## src/rtl/fifo_wr_arb_ctrl_pkg.sv

```systemverilog
// Shared pointer helpers and defaults for the async FIFO.
// Gray/binary conversions work on any pointer width up to CW bits.
package fifo_pkg;

  localparam int DEF_ADDR_W = 4;
  localparam int DEF_DATA_W = 8;
  localparam int CW = 32;

  typedef logic [DEF_ADDR_W:0] ptr_t;

  function automatic logic [CW-1:0] bin2gray(
    input logic [CW-1:0] b
  );
    return b ^ (b >> 1);
  endfunction

  function automatic logic [CW-1:0] gray2bin(
    input logic [CW-1:0] g
  );
    logic [CW-1:0] b;
    b[CW-1] = g[CW-1];
    for (int i = CW - 2; i >= 0; i--)
      b[i] = b[i+1] ^ g[i];
    return b;
  endfunction

endpackage

```

## src/rtl/fifo_wr_arb_ctrl_rr_arbiter.sv

```systemverilog
// Round-robin arbiter: combinational one-hot grant,
// registered index of the last granted requester.
module rr_arbiter #(
  parameter int NREQ = 2,
  parameter int IDXW = $clog2(NREQ)
) (
  input  logic            clock,
  input  logic            reset,
  input  logic            en,
  input  logic [NREQ-1:0] req,
  output logic [NREQ-1:0] grant,
  output logic [IDXW-1:0] gidx
);

  logic [IDXW-1:0] rr_last;
  logic            found;
  int              j;

  // Search circularly starting just after the last winner.
  always_comb begin
    grant = '0;
    gidx  = '0;
    found = 1'b0;
    j     = 0;
    for (int k = 1; k <= NREQ; k++) begin
      j = int'(rr_last) + k;
      if (j >= NREQ)
        j = j - NREQ;
      if (!found && en && req[j]) begin
        found    = 1'b1;
        grant[j] = 1'b1;
        gidx     = IDXW'(j);
      end
    end
  end

  always_ff @(posedge clock or posedge reset) begin
    if (reset)
      rr_last <= IDXW'(NREQ - 1);
    else if (found)
      rr_last <= gidx;
  end

endmodule

```

## src/rtl/fifo_wr_arb_ctrl_sync.sv

```systemverilog
// Two-flop synchronizer for multi-bit gray-coded values.
// Async active-high reset clears both stages.
module sync #(
  parameter int SIZE = 1
) (
  input  logic            clock,
  input  logic            reset,
  input  logic [SIZE-1:0] d,
  output logic [SIZE-1:0] q
);

  logic [SIZE-1:0] s1;

  always_ff @(posedge clock or posedge reset) begin
    if (reset) begin
      s1 <= '0;
      q  <= '0;
    end else begin
      s1 <= d;
      q  <= s1;
    end
  end

endmodule

```

## src/rtl/fifo_wr_arb_ctrl.sv

```systemverilog
// Async FIFO write-side controller: round-robin requester
// arbitration, memory write port, write pointers, full/free count.
module fifo_wr_arb_ctrl
  import fifo_pkg::*;
#(
  parameter int ADDR_W = DEF_ADDR_W,
  parameter int DATA_W = DEF_DATA_W,
  parameter int NREQ   = 2
) (
  input  logic                   clock,
  input  logic                   reset,
  input  logic [NREQ-1:0]        req,
  input  logic [NREQ*DATA_W-1:0] wdata,
  output logic [NREQ-1:0]        grant,
  input  logic [ADDR_W:0]        rptr_gray_async,
  output logic                   mem_we,
  output logic [ADDR_W-1:0]      mem_waddr,
  output logic [DATA_W-1:0]      mem_wdata,
  output logic [ADDR_W:0]        wptr_gray,
  output logic                   full,
  output logic [ADDR_W:0]        free_cnt
);

  localparam int PW   = ADDR_W + 1;
  localparam int IDXW = $clog2(NREQ);
  localparam logic [PW-1:0] DEPTH = {1'b1, {ADDR_W{1'b0}}};

  logic [PW-1:0]     wbin;
  logic [PW-1:0]     wnext;
  logic [PW-1:0]     rq2;
  logic [PW-1:0]     rbin_s;
  logic [PW-1:0]     full_cmp;
  logic [CW-1:0]     wbin_g;
  logic [CW-1:0]     wnext_g;
  logic [CW-1:0]     rq2_b;
  logic [IDXW-1:0]   gidx;
  logic [DATA_W-1:0] sel_data;
  logic              accept;
  logic              arb_en;
  logic              unused_hi;

  sync #(
    .SIZE(PW)
  ) u_sync (
    .clock(clock),
    .reset(reset),
    .d    (rptr_gray_async),
    .q    (rq2)
  );

  // No grants while full or while reset is held.
  assign arb_en = ~full & ~reset;

  rr_arbiter #(
    .NREQ(NREQ)
  ) u_arb (
    .clock(clock),
    .reset(reset),
    .en   (arb_en),
    .req  (req),
    .grant(grant),
    .gidx (gidx)
  );

  assign accept   = |grant;
  assign sel_data = wdata[gidx*DATA_W +: DATA_W];
  assign wnext    = wbin + PW'(accept);

  assign wbin_g  = bin2gray(CW'(wbin));
  assign wnext_g = bin2gray(CW'(wnext));
  assign rq2_b   = gray2bin(CW'(rq2));
  assign rbin_s  = rq2_b[PW-1:0];

  // Full when write pointer is exactly one lap ahead of read.
  assign full_cmp = {~rq2[ADDR_W -: 2], rq2[ADDR_W-2:0]};

  assign unused_hi = ^{wbin_g[CW-1:PW], wnext_g[CW-1:PW],
                       rq2_b[CW-1:PW]};

  always_ff @(posedge clock or posedge reset) begin
    if (reset) begin
      wbin      <= '0;
      mem_we    <= 1'b0;
      mem_waddr <= '0;
      mem_wdata <= '0;
      wptr_gray <= '0;
      full      <= 1'b0;
      free_cnt  <= DEPTH;
    end else begin
      if (accept) begin
        mem_we    <= 1'b1;
        mem_waddr <= wbin[ADDR_W-1:0];
        mem_wdata <= sel_data;
        wbin      <= wnext;
      end else begin
        mem_we    <= 1'b0;
      end
      // Published one cycle behind wbin so memory is written first.
      wptr_gray <= wbin_g[PW-1:0];
      full      <= (wnext_g[PW-1:0] == full_cmp);
      free_cnt  <= DEPTH - (wnext - rbin_s);
    end
  end

endmodule

```

## config.mk

```make
export PLATFORM = sky130hd
export DESIGN_NAME = fifo_wr_arb_ctrl
export DESIGN_NICKNAME = d
export VERILOG_FILES = /design/src/rtl/fifo_wr_arb_ctrl_pkg.sv /design/src/rtl/fifo_wr_arb_ctrl_rr_arbiter.sv /design/src/rtl/fifo_wr_arb_ctrl_sync.sv /design/src/rtl/fifo_wr_arb_ctrl.sv
export SDC_FILE = /design/constraint.sdc
export NUM_CORES = 1
export LEC_CHECK = 0
export ABC_AREA = 0
export CAP_MARGIN = 10
export CORE_MARGIN = 3
export CORE_UTILIZATION = 40
export DETAILED_ROUTE_END_ITERATION = 10
export GPL_TIMING_DRIVEN = 1
export PLACE_DENSITY = 0.7
export SLEW_MARGIN = 20
export SYNTH_ARGS = -nofsm -noshare
export SYNTH_HDL_FRONTEND = slang
export SYNTH_SLANG_ARGS = --single-unit
```

## constraint.sdc

```tcl
create_clock -name clock -period 8.35 [get_ports clock]
set_input_delay 0.835 -clock clock [delete_from_list [all_inputs] [get_ports clock]]
set_output_delay 0.835 -clock clock [all_outputs]
set_load 0.01 [all_outputs]
```

Yosys cells after proc, flatten, opt, wreduce, memory -nomap -nowiden:

Cells that the tools add are included.

* bits of input ports: 25
* bits in read-only memories: 0
* memories: 0
* bits in latches: 0
* flip-flop bits (word level): 40
* logic and storage cells: 62
* memory bits (writable): 0

* magnitude comparators: 6
* muxes and demuxes: 19
* div/mod/pow operators: 0
* bitwise gates (word level): 11
* shift operators: 1
* multipliers: 0
* add/subtract/negate cells: 7
* reductions and logical operators: 7
* equality and inequality tests: 1

Operator list (count)
* 32-bit by 1-bit >= comparator with 1-bit output (second input constant): 2
* 32-bit by 3-bit >= comparator with 1-bit output (second input constant): 2
* 32-bit by 3-bit less-than comparator with 1-bit output (second input constant): 2
* 32-bit 2-to-1 mux: 2
* 32-bit by 3-bit subtractor with 32-bit output (second input constant): 2
* 16-bit by 5-bit indexed part select with 8-bit output: 1
* 1-bit 2-to-1 mux: 13
* 5-bit by 4-bit XOR with 5-bit output: 2
* 5-bit by 1-bit adder with 5-bit output: 1
* 5-bit equality test: 1
* 1-bit logical AND: 5
* 5-bit subtractor: 1
* 5-bit subtractor (first input constant): 1
* 2-bit 2-to-1 mux: 2
* 1-bit XOR: 4
* 1-bit by 2-bit adder with 3-bit output (second input constant): 1
* 1-bit by 1-bit adder with 2-bit output (second input constant): 1
* 1-bit demux with 1-bit select: 2
* 1-bit inverter: 2
* 2-bit inverter: 1
* 2-bit OR: 1
* 2-bit OR reduction: 1
* 1-bit bitwise AND: 1
* 1-bit logical NOT: 1

Logic depth before layout (Yosys ltp):

Gate-level depths: netlist of the first run.

* depth in word-level cells: 16
* gate-level depth with buffers: 13

Hierarchy:

A second synthesis of the first run with hierarchy kept.

* cells, all modules: 141
* area total of the unflattened synthesis: 1737.9 um^2

Modules (own cells, without submodules)
* fifo_wr_arb_ctrl: area an instance 1412.6 um^2, cells each 120, instances 1
* sync: area an instance 254.0 um^2, cells each 11, instances 1
* rr_arbiter: area an instance 71.3 um^2, cells each 10, instances 1

Worst setup path after synthesis of the first run:

OpenSTA, ideal clock, no wires.

* path type: in2reg
* start point: input port req[0]
* end point: register free_cnt[4]
* slack: 4.936 ns
* stages: 12
* data arrival time: 3.339 ns
* buffers on the path: 0
* library setup time: 0.075 ns
* cell sequence: o21ai_1 -> inv_1 -> ha_1 -> ha_1 -> xor2_2 -> inv_1 -> ha_1 -> ha_1 -> a21o_1 -> a21oi_1 -> xnor2_1 -> xnor2_1

* longest elaborated chain between the ends: 13

RTL lines
* start: declaration: RTL line fifo_wr_arb_ctrl.sv:12 `input logic [NREQ-1:0] req,`
* 1-bit 2-to-1 mux (implied by the code) (3 in series): RTL line fifo_wr_arb_ctrl_rr_arbiter.sv:29 `if (!found && en && req[j]) begin`
* 1-bit logical AND: RTL line fifo_wr_arb_ctrl_rr_arbiter.sv:29
* 1-bit 2-to-1 mux: RTL line fifo_wr_arb_ctrl_rr_arbiter.sv:29
* 1-bit logical NOT: RTL line fifo_wr_arb_ctrl_rr_arbiter.sv:29
* 1-bit logical AND (2 in series): RTL line fifo_wr_arb_ctrl_rr_arbiter.sv:29
* 2-bit 2-to-1 mux (*): RTL line fifo_wr_arb_ctrl_rr_arbiter.sv:29
* 2-bit OR reduction (*): RTL line fifo_wr_arb_ctrl.sv:65 `assign accept = |grant;`
* via accept: RTL line fifo_wr_arb_ctrl.sv:38 `logic accept;`
* 5-bit by 1-bit adder with 5-bit output (*): RTL line fifo_wr_arb_ctrl.sv:67 `assign wnext = wbin + PW'(accept);`
* 5-bit subtractor (*) (2 in series): RTL line fifo_wr_arb_ctrl.sv:101 `free_cnt <= DEPTH - (wnext - rbin_s);`
* end signal: assignment: RTL line fifo_wr_arb_ctrl.sv:101
* end: declaration: RTL line fifo_wr_arb_ctrl.sv:21 `output logic [ADDR_W:0] free_cnt`

Mark *: on every way through the listed nets, which the timed path passes. The rest lies on a longest branch. The select of a mux whose other input is x is not followed.
A chain may end at the register's enable or synchronous reset.

Final worst setup path of the first run:

* start point: input port reset
* end point: output port grant[0]

* longest elaborated chain between the ends: 8

RTL lines
* start: declaration: RTL line fifo_wr_arb_ctrl.sv:11 `input logic reset,`
* 1-bit inverter (*): RTL line fifo_wr_arb_ctrl.sv:52 `assign arb_en = ~full & ~reset;`
* 1-bit bitwise AND (*): RTL line fifo_wr_arb_ctrl.sv:52
* 1-bit logical AND: RTL line fifo_wr_arb_ctrl_rr_arbiter.sv:29
* 1-bit 2-to-1 mux: RTL line fifo_wr_arb_ctrl_rr_arbiter.sv:29
* 1-bit logical NOT: RTL line fifo_wr_arb_ctrl_rr_arbiter.sv:29
* 1-bit logical AND (2 in series): RTL line fifo_wr_arb_ctrl_rr_arbiter.sv:29
* 2-bit 2-to-1 mux (*): RTL line fifo_wr_arb_ctrl_rr_arbiter.sv:29
* end: declaration: RTL line fifo_wr_arb_ctrl.sv:14 `output logic [NREQ-1:0] grant,`

Mark *: on every way between the ends. The rest lies on a longest branch, timed or not.

==> metrics.txt, run 1 <==
GPL Wtd Cong=0.797; die height=71.1 µm; clk slew on worst S/H paths=0.06 ns; Hold Path Class=reg -> reg; Initial Util=41.8%; DR pass1 iterations=4; area delta synth->final=41.4%; CP top delay family=buffers and inverters; distinct cell type count after synthesis=22; Synth area leader=dfrtp_1; Hold Vio Cnt, Final=0; Avg Inst Size Synth=12.4 µm²; Slew Viols, Final=0; area share of the largest cell type after synthesis=56.0%; syn_nets=174; combinational family with the most area after synthesis=XOR/XNOR gates; ratio of cells with drive above 1 in the final layout=6.67%; Crit Path Class=in -> out; routed wire length=3.20 mm; Worst EP required=7.52 ns; period utilization=45.5%; Buffers & Inverters on Critical Path=3; Overall Global Routing Usage=13.5%; die width=71.1 µm; RSZ-0062 raised after global routing=false; vias in the first global route=1,239; Power Density=323 nW/µm²; Yosys warnings=0; Hold Buf Count CTS=0; Slew Limit Headroom=56.1%; Setup Viol. Count Final=0; Crit Path Max Fanout=19; worst vdd ir=0.182 mV; Max-cap violations=0; Max Root-Sink Buffers=2; Ports=51; post-synthesis register bit count=40; met1 usage=14.3%; placed cells=237; fin nets=231; first-pass GRT wire length=5.37 mm; DR vias=1,174; Die ar.=5060 µm²; hpwl dp=2.43 mm; Post-Synth Adder-Cell Area=9.29%; gr ovfl total=0; max incr delay on CP=0.66 ns; Rows=23; number of antenna diodes=0; dominant cells by area after synthesis=dfrtp_1, ha_1, xor2_1; crit-path cells=clkdlybuf4s50_1, nor2_1, o21ai_1, buf_4, nor2_1, clkdlybuf4s50_1; busiest grt layer=met2; Final Cell Area=2400 µm²; Crit path arrival time=2.96 ns; fin cells=245; post_cts resized=0; met2 Use GR=24.3%; post-synthesis xor/xnor area fraction=11.3%; total core area=4060 µm²; min Tclk post-route=3.80 ns; post-route setup TNS=0 ns; largest net degree at the start of global routing=41; Slowest-stage cell, CP=clkdlybuf4s50_1; # DRC=0; post-synthesis cell area=1700 µm²; leak pwr=1.16 nW; Mapped Cells=137; DR WL/cell=13.0 µm; final-layout fill cell count=331; CP Capture Type=output pin; CTS tree=built; outcome=finished, final reports clean; CTS Root Cell=clkbuf_8; post-CTS setup buffers=0; f_max=263 MHz; CTS Sinks=40; simple-gate share of the synthesized area=7.01%; register area share after synthesis=59.1%; WHS=0.353 ns; worst-skew pair later-pin latency=0.29 ns; H-Tree Depth=2; total power=0.774 mW; Fin Clk Skew=0.0104 ns; I/O Buffers=50; CTS Buf Count=5; grt met3 use=5.68%; complex-gate fraction of the synthesized area=10.5%; Startpoint Class=primary input; Vias/cell=4.79; initial antenna violation count=0; post-synthesis mux area share=0%; worst slew pin tran=0.656 ns; placed inst area=2270 µm²; DRC marker count from the first detailed-route iteration=39; Final ANT Viol Nets=0
-- placed cells by master (no fill, tap or decap) --
cell,netlist,layout
or3_1,2,2
a31oi_1,1,1
dfstp_2,2,2
and3_1,1,1
a221oi_2,1,1
a21o_1,9,9
bufinv_16,0,2
xor2_1,11,11
clkbuf_1,1,1
nand3_1,2,2
nand2_1,20,20
o21ai_1,1,1
nor2_1,4,4
xor2_2,1,1
xnor2_1,9,9
clkbuf_8,0,5
clkdlybuf4s50_1,0,50
a21oi_1,2,2
a22o_1,8,8
buf_4,0,2
ha_1,11,11
o21ai_0,1,1
fa_1,1,1
dfrtp_1,38,38
inv_1,10,10
-- routing by layer --
layer,share of wire [%],vias to the layer above
li1,-,564
met1,41,557
met2,48,50
met3,9.8,3
met4,1.3,0
met5,0,-
-- final timing paths --
path                                   startpoint                  endpoint  slack (ns)  depth (start not counted)
setup / recovery                            reset                  grant[0]        4.55                          6
hold / removal             u_sync.s1[3]$_DFF_PP0_     u_sync.q[3]$_DFF_PP0_        0.35                          0
setup reg to reg                   full$_DFF_PP0_     free_cnt[4]$_DFF_PP1_        5.20                         14
hold reg to reg            u_sync.s1[3]$_DFF_PP0_     u_sync.q[3]$_DFF_PP0_        0.35                          0
max in group asynchronous                   reset     free_cnt[4]$_DFF_PP1_        6.99                          3
min in group asynchronous                   reset  mem_waddr[3]$_DFFE_PP0N_        1.00                          3
-- registers in the layout, summed over array words and instances, names as in the netlist --
| signal | flops |
|---|---|
| mem_wdata | 8 |
| free_cnt | 5 |
| u_sync.q | 5 |
| u_sync.s1 | 5 |
| wbin | 5 |
| wptr_gray | 5 |
| mem_waddr | 4 |
| full | 1 |
| mem_we | 1 |
| u_arb.rr_last | 1 |
-- cell usage after synthesis --
cell	instances
nand2_1	20
a22o_1	8
dfrtp_1	38
nand3_1	2
inv_1	10
fa_1	1
xor2_2	1
a31oi_1	1
clkbuf_1	1
xor2_1	11
buf_2	1
ha_1	11
a221oi_2	1
and3_1	1
nor2_1	4
o21ai_1	1
a21o_1	9
a21oi_1	2
dfstp_2	2
or3_1	2
xnor2_1	9
o21ai_0	1
-- stage by stage --
step	setup slack [ns]	util (%)
floorplan	4.94	-
global placement	4.43	55.8
detailed placement	4.31	55.8
CTS	4.55	59.1
global route	4.32	59.1
finish	4.55	59.1
-- final cells by class --
class                      instances  area (µm²)  area share (%)
sequential                        40        1000            41.8
multi-input combinational         85         647            27.0
timing repair buffer              52         515            21.5
clock buffer                       6        72.6            3.03
tap                               50        62.6            2.61
clock inverter                     2        60.1            2.50
inverter                          10        37.5            1.56
-- cell families after synthesis --
family,Yosys count
and+or+nand+nor,29
AOI/OAI and AO/OA,23
adders and majority gates,12
DFF,40
xor gates and xnor gates,21
buffers and inverters,12
-- report_power, final --
| group | switching [mW] | internal [mW] | total (mW) |
|---|---|---|---|
| combinational | 0.137 | 0.170 | 0.306 |
| sequential | 0.0327 | 0.253 | 0.286 |
| clock | 0.0624 | 0.119 | 0.182 |
Note: power is estimated with default switching activity, not from simulation.
==> inputs of run 2 (changes only) <==
==> constraint.sdc (replaced) <==
create_clock -name clock -period 3.95 [get_ports clock]
set_input_delay 0.395 -clock clock [delete_from_list [all_inputs] [get_ports clock]]
set_output_delay 0.395 -clock clock [all_outputs]
set_load 0.01 [all_outputs]
==> run 2 against run 1 <==
Power increased by 100%. Global-route usage increased by 0.76 points. Register-to-register slack got worse by 4.3 ns. Via count increased by 1.4%. Design area decreased by 1.0%. Sequential share of layout area increased by 0.44 points. Cell count unchanged. Worst setup slack got worse by 3.8 ns. Non-clock buffer count unchanged. Clock skew decreased by 0.0048 ns. Clock-buffer cell count unchanged. Routed wire length increased by 2.2%. Critical endpoint is now free_cnt[4]$_DFF_PP1_.
==> metrics.txt, run 2 (synthesized netlist as in run 1, its figures left out) <==
outcome=finished, final reports clean; min Tclk post-route=3.21 ns; f_max=311 MHz; Crit Path Class=in -> reg; Initial Util=41.8%; total core area=4060 µm²; CTS Sinks=40; I/O Buffers=50; DRC marker count from the first detailed-route iteration=47; initial antenna violation count=0; Rows=23; GPL Wtd Cong=0.878; Final ANT Viol Nets=0; Most flops, register=mem_wdata; die height=71.1 µm; worst vdd ir=0.364 mV; Crit path arrival time=3.43 ns; worst-skew pair later-pin latency=0.29 ns; most frequent cells in the layout=clkdlybuf4s50_1, dfrtp_1, nand2_1, xor2_1, ha_1; crit-path cells=clkdlybuf4s50_1, nor2_1, o21ai_1, inv_1, ha_1, ha_1, xor2_2, inv_1, ha_1, ha_1, a21o_1, a21oi_1, xnor2_1, xnor2_1; Final Cell Area=2370 µm²; # DRC=0; routed wire length=3.27 mm; post-route setup TNS=0 ns; DR vias=1,190; Setup Viol. Count Final=0; ratio of cells with drive above 1 in the final layout=6.67%; post-CTS setup buffers=0; final-layout fill cell count=340; leak pwr=1.15 nW; Hold Path Class=reg -> reg; DR pass1 iterations=3; Ports=51; R2R Setup Slk=0.90 ns; DR WL/cell=13.3 µm; clk slew on worst S/H paths=0.07 ns; Startpoint Class=primary input; first-pass GRT wire length=5.61 mm; Slew Viols, Final=0; commonest non-fill, non-tap cell in the layout=clkdlybuf4s50_1; largest net degree at the start of global routing=41; worst slew pin tran=0.593 ns; RSZ-0062 raised after global routing=false; CP Capture Type=flip-flop; number of flip-flops in the largest register=8; Sequential Area=1000 µm²; CTS tree=built; CP top delay family=adder cells; Hold Buf Count CTS=0; Die ar.=5060 µm²; Max-cap violations=0; period utilization=81.4%; Hold Vio Cnt, Final=0; area delta synth->final=39.9%; Crit Path Max Fanout=8; Vias/cell=4.86; Overall Global Routing Usage=14.2%; hpwl dp=2.43 mm; post_cts resized=0; total power=1.57 mW; max incr delay on CP=0.42 ns; fin util=58.5%; fin nets=231; Slowest-stage cell, CP=clkdlybuf4s50_1; Slew Limit Headroom=60.4%; gr ovfl total=0; number of antenna diodes=0; CTS Buf Count=5; Worst EP required=4.17 ns; vias in the first global route=1,268; CTS Root Cell=clkbuf_8; H-Tree Depth=2; Worst path most repeated cell=ha_1; placed inst area=2270 µm²; Power Density=663 nW/µm²; Buffers & Inverters on Critical Path=3; Fin Clk Skew=0.00565 ns; die width=71.1 µm; multi-input logic area=647 µm²; Max Root-Sink Buffers=2
==> run 2: changes by cell type in the layout (fill, tap and decap cells not counted) <==
cell	before	now
clkinv_2	0	1
bufinv_16	2	1
==> run 2: per-layer routing <==
layer	vias to the layer above	part of all wire [%]	GRT usage (%)
met5	-	0	0
met2	48	50	25.1
met3	7	8.0	5.68
li1	564	-	-
met1	571	41	15.4
met4	0	1.6	5.01
==> run 2: final cells by class <==
class / instances / share of cell area, %
Clock buffer: 6 / 3.06
Inverter: 10 / 1.58
Tap cell: 50 / 2.64
Multi-Input combinational cell: 85 / 27.3
Sequential cell: 40 / 42.3
Timing Repair Buffer: 52 / 21.7
Clock inverter: 2 / 1.48
==> run 2: final timing paths <==
check                                  startpoint                        to  depth (start not counted)
setup / recovery                            reset     free_cnt[4]$_DFF_PP1_                         14
hold / removal             u_sync.s1[4]$_DFF_PP0_     u_sync.q[4]$_DFF_PP0_                          0
setup reg to reg                   full$_DFF_PP0_     free_cnt[4]$_DFF_PP1_                         13
hold reg to reg            u_sync.s1[4]$_DFF_PP0_     u_sync.q[4]$_DFF_PP0_                          0
max in group asynchronous                   reset     free_cnt[4]$_DFF_PP1_                          3
min in group asynchronous                   reset  mem_wdata[0]$_DFFE_PP0N_                          3
==> run 2: metrics by stage <==
| step | hold slack, ns | worst slack [ns] | std cells |
|---|---|---|---|
| after floorplan | 0.331 | 0.976 | 137 |
| after global placement | 0.332 | 0.623 | 237 |
| after detailed placement | 0.335 | 0.459 | 237 |
| after CTS | 0.357 | 0.704 | 245 |
| after global routing | 0.360 | 0.432 | 245 |
| final | 0.352 | 0.736 | 245 |
==> run 2: where the power goes <==
| group | internal (mW) | total, mW | switching, mW |
|---|---|---|---|
| combinational | 0.358 | 0.653 | 0.294 |
| clock | 0.187 | 0.318 | 0.131 |
| sequential | 0.536 | 0.604 | 0.0684 |
==> inputs of run 3 (changes only) <==
--- a/config.mk
+++ b/config.mk
@@ -11,7 +11,7 @@
 export CORE_UTILIZATION = 40
 export DETAILED_ROUTE_END_ITERATION = 10
 export GPL_TIMING_DRIVEN = 1
-export PLACE_DENSITY = 0.7
+export PLACE_DENSITY = 0.72
 export SLEW_MARGIN = 20
 export SYNTH_ARGS = -nofsm -noshare
 export SYNTH_HDL_FRONTEND = slang
==> constraint.sdc (replaced) <==
create_clock -name clock -period 2.7 [get_ports clock]
set_input_delay 0.27 -clock clock [delete_from_list [all_inputs] [get_ports clock]]
set_output_delay 0.27 -clock clock [all_outputs]
set_load 0.01 [all_outputs]
==> run 3 against run 2 <==
Core utilization increased by 2.3 points. Combinational power increased by 70%. Sequential cell count unchanged. Sequential power increased by 49%. Clock power increased by 14%. Critical endpoint unchanged. Largest cell class unchanged. Highest routed layer unchanged.
==> metrics.txt, run 3 (synthesized netlist as in run 1, its figures left out) <==
leak pwr=1.19 nW; DRC marker count from the first detailed-route iteration=41; Vias/cell=4.75; Die ar.=5060 µm²; Max Root-Sink Buffers=2; total power=2.37 mW; first-pass GRT wire length=6.19 mm; Worst EP required=2.91 ns; worst slew pin tran=0.866 ns; Slew Limit Headroom=42.2%; hpwl dp=2.90 mm; CTS Root Cell=clkbuf_8; final critical-path setup slack=0.210 ns; source of the worst hold timing path=req[0]; ratio of cells with drive above 1 in the final layout=13.8%; commonest non-fill, non-tap cell in the layout=clkdlybuf4s50_1; outcome=finished, final reports clean; worst-skew pair later-pin latency=0.29 ns; period utilization=92.2%; Slew Viols, Final=0; CTS Sinks=40; vias in the first global route=1,357; Most flops, register=mem_wdata; Startpoint Class=primary input; fin nets=240; Rows=23; H-Tree Depth=2; DR pass1 iterations=6; min Tclk post-route=2.49 ns; Hold Vio Cnt, Final=0; initial antenna violation count=0; Setup Viol. Count Final=0; gr ovfl total=0; Hold Path Class=in -> reg; RSZ-0062 raised after global routing=false; DR vias=1,201; CP Capture Type=flip-flop; number of flip-flops in the largest register=8; GPL Wtd Cong=0.806; worst r2r src=full$_DFF_PP0_; Power Density=960 nW/µm²; most frequent cells in the layout=clkdlybuf4s50_1, dfrtp_1, nand2_1, xor2_1, buf_4; Final ANT Viol Nets=0; CP Launch Point=req[1]; R2R Setup Slk=0.23 ns; Crit Path Class=in -> reg; routed wire length=3.71 mm; total core area=4060 µm²; CTS tree=built; Crit Path Max Fanout=3; worst vdd ir=0.534 mV; die width=71.1 µm; Max-cap violations=0; Crit path arrival time=2.70 ns; largest net degree at the start of global routing=24; Overall Global Routing Usage=16.0%; Ports=51; CTS Buf Count=5; area delta synth->final=45.4%; die height=71.1 µm; number of antenna diodes=0; Initial Util=41.8%; I/O Buffers=50; clk slew on worst S/H paths=0.07 ns; Fin Clk Skew=0.00256 ns; # DRC=0; DP Worst Slack=-0.295 ns; f_max=402 MHz; DR WL/cell=14.6 µm
-- run 3: cell types whose count changed in the layout (fill, tap and decap cells not counted), sizes merged --
cell,change
buf,+9
bufinv,-1
clkbuf,+1
clkdlybuf4s50,-1
clkinv,-1
dlymetal6s2s,+1
-- run 3: critical path, stage by stage --
cell and delay [ns]:
clkdlybuf4s50_1 0.45, o21ai_2 0.18, inv_2 0.07, ha_4 0.17, ha_4 0.16, xor2_2 0.13
inv_1 0.06, ha_1 0.34, ha_4 0.23, a21o_1 0.19, a21oi_2 0.16, xnor2_2 0.13
xnor2_1 0.15
-- run 3: through the flow --
step	area (µm²)	TNS, ns	hold WS [ns]	utilization (%)	instances
floorplan	1710	0	0.301	-	137
global placement	2330	-0.142	0.332	57.5	245
detailed placement	2330	-0.295	0.339	57.5	245
CTS	2410	0	0.355	59.5	252
global route	2470	0	0.259	60.8	253
finish	2470	0	0.239	60.8	253
-- run 3: metal layers --
layer	part of all wire (%)	track usage, %	vias to the layer above
met5	0	0	-
met4	1.6	6.05	0
met3	3.8	4.69	6
met2	53	27.6	20
met1	41	18.7	591
li1	-	-	584
-- run 3: power by group --
group	leakage, nW	internal [mW]	switching [mW]
Sequential	0.487	0.784	0.113
Combinational	0.661	0.627	0.483
Clock	0.0383	0.178	0.184
Total	1.19	1.59	0.780
-- run 3: area by class of cell --
class,count,area (µm²)
Tap cell,50,62.6
Fill cell,317,1590
Timing Repair Buffer,61,586
Inverter,10,37.5
Multi-Input combinational cell,85,702
Clock buffer,7,76.3
Sequential cell,40,1000
-- run 3: final timing paths --
check | end | depth (start not counted)
max in group asynchronous | wbin[0]$_DFFE_PP0N_ | 3
hold / removal | u_arb.rr_last$_DFFE_PP1P_ | 2
hold reg to reg | u_sync.q[4]$_DFF_PP0_ | 0
min in group asynchronous | wbin[4]$_DFFE_PP0N_ | 2
setup reg to reg | free_cnt[4]$_DFF_PP1_ | 13
setup / recovery | free_cnt[4]$_DFF_PP1_ | 13
-- run 3: repair_timing --
item | 4_1_cts | 5_1_grt
resized for setup | 1 | 6
pin swaps | 3 | 7
setup endpoints to repair | 1 | 1
setup buffers | 0 | 1
hold buffers | 0 | 0
